[config.mk]
export PLATFORM = sky130hd
export DESIGN_NAME = mem_arbiter
export DESIGN_NICKNAME = d
export VERILOG_FILES = /design/src/rtl/mem_arbiter.sv
export SDC_FILE = /design/constraint.sdc
export NUM_CORES = 1
export LEC_CHECK = 0
export BUFFER_PORTS_ARGS = -buffer_cell sky130_fd_sc_hd__buf_2
export CAP_MARGIN = 40
export CORE_MARGIN = 2
export CORE_UTILIZATION = 23
export DETAILED_ROUTE_END_ITERATION = 6
export GPL_TIMING_DRIVEN = 0
export PLACE_DENSITY = 0.46
export SETUP_SLACK_MARGIN = 0.2
export SLEW_MARGIN = 20
export SYNTH_ARGS = -nofsm -noshare
export SYNTH_HDL_FRONTEND = slang
export SYNTH_SLANG_ARGS = --single-unit
export TNS_END_PERCENT = 50
[constraint.sdc]
create_clock -name clk -period 4.8 [get_ports clk]
set_clock_uncertainty 0.05 [all_clocks]
set_input_delay 0.96 -clock clk [delete_from_list [all_inputs] [get_ports clk]]
set_output_delay 0.96 -clock clk [all_outputs]
set_load 0.02 [all_outputs]
[src/rtl/mem_arbiter.sv]
// Multi-port memory arbiter: selects one read/write requester (round-robin or
// fixed priority) and runs it through a busy-handshake memory transaction.
module mem_arbiter #(
  parameter int NUM_PORTS      = 4,
  parameter int ADDR_WIDTH     = 26,
  parameter int DATA_WIDTH     = 32,
  parameter int FIXED_PRIORITY = 0
) (
  input  logic                             clk,
  input  logic                             reset,
  input  logic [NUM_PORTS-1:0]             port_read_req,
  input  logic [NUM_PORTS-1:0]             port_write_req,
  input  logic [NUM_PORTS*ADDR_WIDTH-1:0]  port_addr,
  input  logic [NUM_PORTS*DATA_WIDTH-1:0]  port_data_write,
  output logic [NUM_PORTS-1:0]             port_ack,
  output logic [DATA_WIDTH-1:0]            port_data_read,
  output logic                             memory_read_req,
  output logic                             memory_write_req,
  output logic [ADDR_WIDTH-1:0]            memory_addr,
  output logic [DATA_WIDTH-1:0]            memory_data_write,
  input  logic [DATA_WIDTH-1:0]            memory_data_read,
  input  logic                             memory_busy,
  output logic [2:0]                       grant_id,
  output logic                             active
);

  localparam logic [2:0] IDLE      = 3'd0;
  localparam logic [2:0] ISSUE     = 3'd1;
  localparam logic [2:0] WAIT_BUSY = 3'd2;
  localparam logic [2:0] WAIT_DONE = 3'd3;
  localparam logic [2:0] DONE      = 3'd4;

  logic [2:0] state;
  logic [2:0] rr_ptr;
  logic [2:0] next_ptr;
  logic       op_write;
  logic       issue_ok;
  logic       found;
  logic [2:0] sel;
  logic [3:0] cand;
  logic [7:0] req_pad;
  logic [7:0] wr_pad;
  logic [7:0] ack_pad;

  // Ports are zero-padded to 8 so a 3-bit index is always in range.
  assign req_pad  = 8'(port_read_req | port_write_req);
  assign wr_pad   = 8'(port_write_req);
  assign ack_pad  = 8'd1 << grant_id;
  assign next_ptr = (grant_id == 3'(NUM_PORTS - 1)) ? 3'd0 : grant_id + 3'd1;

  // Pick the first requester scanning upward from rr_ptr (or from 0 in fixed mode).
  always_comb begin
    found = 1'b0;
    sel   = 3'd0;
    cand  = 4'd0;
    for (int k = 0; k < NUM_PORTS; k++) begin
      if (FIXED_PRIORITY != 0) begin
        cand = 4'(k);
      end else begin
        cand = {1'b0, rr_ptr} + 4'(k);
        if (cand >= 4'(NUM_PORTS)) begin
          cand = cand - 4'(NUM_PORTS);
        end else begin
          cand = cand;
        end
      end
      if (!found && req_pad[cand[2:0]]) begin
        found = 1'b1;
        sel   = cand[2:0];
      end else begin
        found = found;
      end
    end
  end

  // Transaction sequencing, captured request and read-data register.
  always_ff @(posedge clk) begin
    if (reset) begin
      state             <= IDLE;
      rr_ptr            <= 3'd0;
      grant_id          <= 3'd0;
      op_write          <= 1'b0;
      memory_addr       <= '0;
      memory_data_write <= '0;
      port_data_read    <= '0;
    end else begin
      case (state)
        IDLE: begin
          if (found) begin
            grant_id          <= sel;
            op_write          <= wr_pad[sel];
            memory_addr       <= port_addr[int'(sel)*ADDR_WIDTH +: ADDR_WIDTH];
            memory_data_write <= port_data_write[int'(sel)*DATA_WIDTH +: DATA_WIDTH];
            state             <= ISSUE;
          end
        end
        ISSUE: begin
          if (!memory_busy) state <= WAIT_BUSY;
        end
        WAIT_BUSY: begin
          if (memory_busy) state <= WAIT_DONE;
        end
        WAIT_DONE: begin
          if (!memory_busy) begin
            state <= DONE;
            if (!op_write) port_data_read <= memory_data_read;
            if (FIXED_PRIORITY == 0) rr_ptr <= next_ptr;
          end
        end
        DONE: begin
          state <= IDLE;
        end
        default: begin
          state <= IDLE;
        end
      endcase
    end
  end

  // The memory request is gated by busy so it pulses exactly once per transaction.
  assign issue_ok         = (state == ISSUE) && !memory_busy;
  assign memory_read_req  = issue_ok && !op_write;
  assign memory_write_req = issue_ok && op_write;
  assign active           = (state != IDLE);

  // One-hot completion pulse for the granted port during DONE.
  always_comb begin
    if (state == DONE) begin
      port_ack = ack_pad[NUM_PORTS-1:0];
    end else begin
      port_ack = '0;
    end
  end

endmodule

==> impl_metrics.py <==
metrics = {
    "run_status": {
        "outcome": "completed",
    },
    "pwr": {
        "finalPower_uw": 2500,
        "power_frac_comb_pct": 30.6,
        "p_per_area_mw_per_mm2": 269,
        "clock_power_share_pct": 31.7,
        "vdd_ir_drop_max_v": 0.000156,
        "switching_share_pct": 36.6,
        "leakage_uw": 0.00415,
        "internal_power_uw": 1590,
        "netSwitchingPower_uw": 916,
        "seq_power_share_pct": 37.7,
    },
    "drt": {
        "drt_iter0_drc": 366,
        "viasPerCell": 4.80,
        "drc_errors": 0,
        "totalWireLength_microns": 28800,
        "wl_per_cell_microns": 18.4,
        "dr.pass1.iters": 5,
        "ant_nets": 0,
        "num_vias": 7506,
    },
    "synthesis": {
        "synthCells": 787,
        "syn_area_sq_mm": 0.00662,
        "synthArstFlopShare_pct": 0,
        "synth_seq_cells": 100,
        "synthDistinctLibCells": 58,
        "synth_edf_count": 0,
        "ys_seq_area_share_pct": 30.2,
        "syn-num-nets": 1068,
        "syn_area_per_cell_sq_um": 8.42,
        "synth_flop_cell": "dfxtp_1",
        "yosys_warnings": 0,
    },
    "grt": {
        "met2_usage_pct": 31.3,
        "top_usage_layer": "met2",
        "grt_pass1_wl_microns": 43800,
        "grt_antenna_before_repair": 5,
        "use_met3_pct": 4.36,
        "grt_max_degree": 22,
        "grtUsageTotal_pct": 18.5,
        "use_met1_pct": 23.4,
        "gr-total-overflow": 0,
        "grt_pass1_vias": 7609,
    },
    "clock_network": {
        "cts_buffers": 9,
        "post_cts_buffers": 0,
        "clock-root-buffer": "clkbuf_16",
        "clk_latency_ps": 360,
        "cts_tree": "yes",
        "cts_max_level": 3,
        "ctsHoldBuffers": 0,
        "cts.sinks": 100,
        "cts.clk_slew.worst_paths_ps": 90,
        "cts_buffer_depth": 2,
    },
    "timing": {
        "finalHoldViolCount": 0,
        "setup_tns_ps": 0,
        "slew_headroom_pct": 47.1,
        "tightest_slew_ps": 794,
        "fin_crit_ps": 4340,
        "rsz0062_at_grt": "false",
        "slew_violations": 0,
        "finalSetupViolCount": 0,
        "fmax_mhz": 230,
        "fin_crit_sh_pct": 90.5,
    },
    "worst_setup_path": {
        "crit_type": "reg -> reg",
        "r2r_setup_slack_ps": 460,
        "cp_data_arrival_time_ps": 4550,
        "path_max_fanout": 10,
        "slowest_delay_ps": 580,
        "critPathBufInv": 5,
        "crit_family": "buffers and inverters",
        "end_kind": "flop",
        "crit_chain": "clkinv_1, clkbuf_1, clkbuf_2, ha_1, buf_4, mux4_2, o22ai_4, nand3_4, nand3_2, buf_2, mux2i_1, o211ai_2",
        "slowest_stage": "mux4_2",
        "worstSetupStartpointType": "flop",
        "critical_path_required_ps": 5010,
    },
    "floorplanning": {
        "initial_core_util_pct": 23.2,
        "die_w_microns": 174,
        "die_y_microns": 174,
        "rows": 62,
        "io_pins": 375,
        "design.core.area_sq_mm": 0.0285,
        "dieArea_sq_mm": 0.0302,
    },
    "cells_and_area": {
        "syn_to_final_growth_pct": 40.8,
        "nets": 1454,
        "n_fill_cell": 3160,
        "drive_above_1_share_pct": 42.9,
    },
    "worst_hold_path": {
        "hold_class": "reg -> reg",
    },
    "place": {
        "io_buffers": 374,
        "place_congestion": 0.855,
        "hpwl_microns": 22800,
    },
    "job": {
        "cap_violations": 0,
    },
}
registers in the layout, indices dropped and copies added (netlist names):
register	flops
grant_id	3
op_write	1
port_data_read	32
state	3
rr_ptr	3
memory_addr	26
memory_data_write	32
repair_timing:
action                                  CTS  global route
endpoints found under the setup margin   22            54
pin swaps                                 0             0
gates resized for setup                   2             8
through the flow:
stage          setup WS [ps]  cells  hold WS, ps  utilization, %  area [sq um]
3_5_place_dp             112   1546          394            31.5          8980
4_1_cts                  237   1562          407            32.6          9320
2_1_floorplan           1470    787          443               -          6620
6_report                 456   1563          405            32.7          9330
5_1_grt                  216   1562          421            32.7          9320
3_3_place_gp             135   1545          391            31.4          8980
cell usage after synthesis, types with 5 or more instances:
cell type / instances / area (sq um)
nor3_1: 8 / 40.0
mux2i_1: 27 / 270
o221ai_1: 30 / 263
dfxtp_1: 100 / 2000
nand2_1: 159 / 597
a32o_1: 18 / 180
nand3b_1: 25 / 188
nand4b_1: 25 / 219
buf_2: 16 / 80.1
o211ai_2: 46 / 576
buf_4: 13 / 97.6
a311oi_1: 15 / 131
mux2_2: 8 / 90.1
clkbuf_1: 40 / 150
mux2_1: 8 / 90.1
and2_1: 7 / 43.8
o21ai_0: 21 / 105
a21oi_1: 38 / 190
nand3_1: 56 / 280
ha_1: 6 / 75.1
nor2_1: 28 / 105
buf_6: 9 / 101
inv_1: 5 / 18.8
o211ai_1: 24 / 180
layer usage:
metal  share of wire, %  wire, microns
met5               0.18             52
met4                2.1            612
met3                7.1           2050
met2                 47          13600
met1                 43          12500
tightest hold or removal path, cell delays in order, from the launching register on:
cell and delay [ps]:
dfxtp_1 320, nand2_1 50, a21oi_1 50
cells in the final DEF, fill, tap and decap left out, types with 15 or more instances in the layout:
| cell | instances |
|---|---|
| a21oi_1 | 38 |
| a311oi_1 | 15 |
| a32o_1 | 18 |
| buf_2 | 390 |
| clkbuf_1 | 36 |
| dfxtp_1 | 100 |
| mux2i_1 | 27 |
| nand2_1 | 159 |
| nand3_1 | 56 |
| nand3b_1 | 25 |
| nand4b_1 | 25 |
| nor2_1 | 28 |
| o211ai_1 | 24 |
| o211ai_2 | 45 |
| o21ai_0 | 21 |
| o221ai_1 | 30 |
power by group through the flow:
stage / clock network, uW / logic [uW] / registers, uW
after global routing: 850 / 837 / 954
final: 793 / 767 / 945
after detailed placement: 0 / 774 / 964
after floorplan: 0 / 357 / 1050
after global placement: 0 / 771 / 963
after CTS: 823 / 778 / 945
cells by family after synthesis:
kind of cell	count (synthesis)	share of synthesized area, %
compound gates	212	27.8
mux	47	8.16
simple gates	337	25.8
xor+xnor	1	0.132
fa+ha+maj	6	1.13
buf+inv	84	6.82
flops	100	30.2
final timing paths:
path	from	to	cells past startpoint
worst max-delay path	rr_ptr[0]	memory_addr[10]	12
worst min-delay path	port_data_read[10]	port_data_read[10]	2
worst max register to register	rr_ptr[0]	memory_addr[10]	12
worst min register to register	port_data_read[10]	port_data_read[10]	2
area by class of cell:
cell class,instances,area (sq um),share of cell area [%]
multi-input cells,603,4190,44.9
flip-flops and latches,100,2000,21.5
repair buffers,375,1880,20.2
well taps,384,480,5.15
plain buffers,78,434,4.66
clock buffers,9,225,2.41
clock inverters,7,93.8,1.01
inverters,6,22.5,0.241
diodes,1,2.50,0.0268
Note: power is estimated with default switching activity, not from simulation.
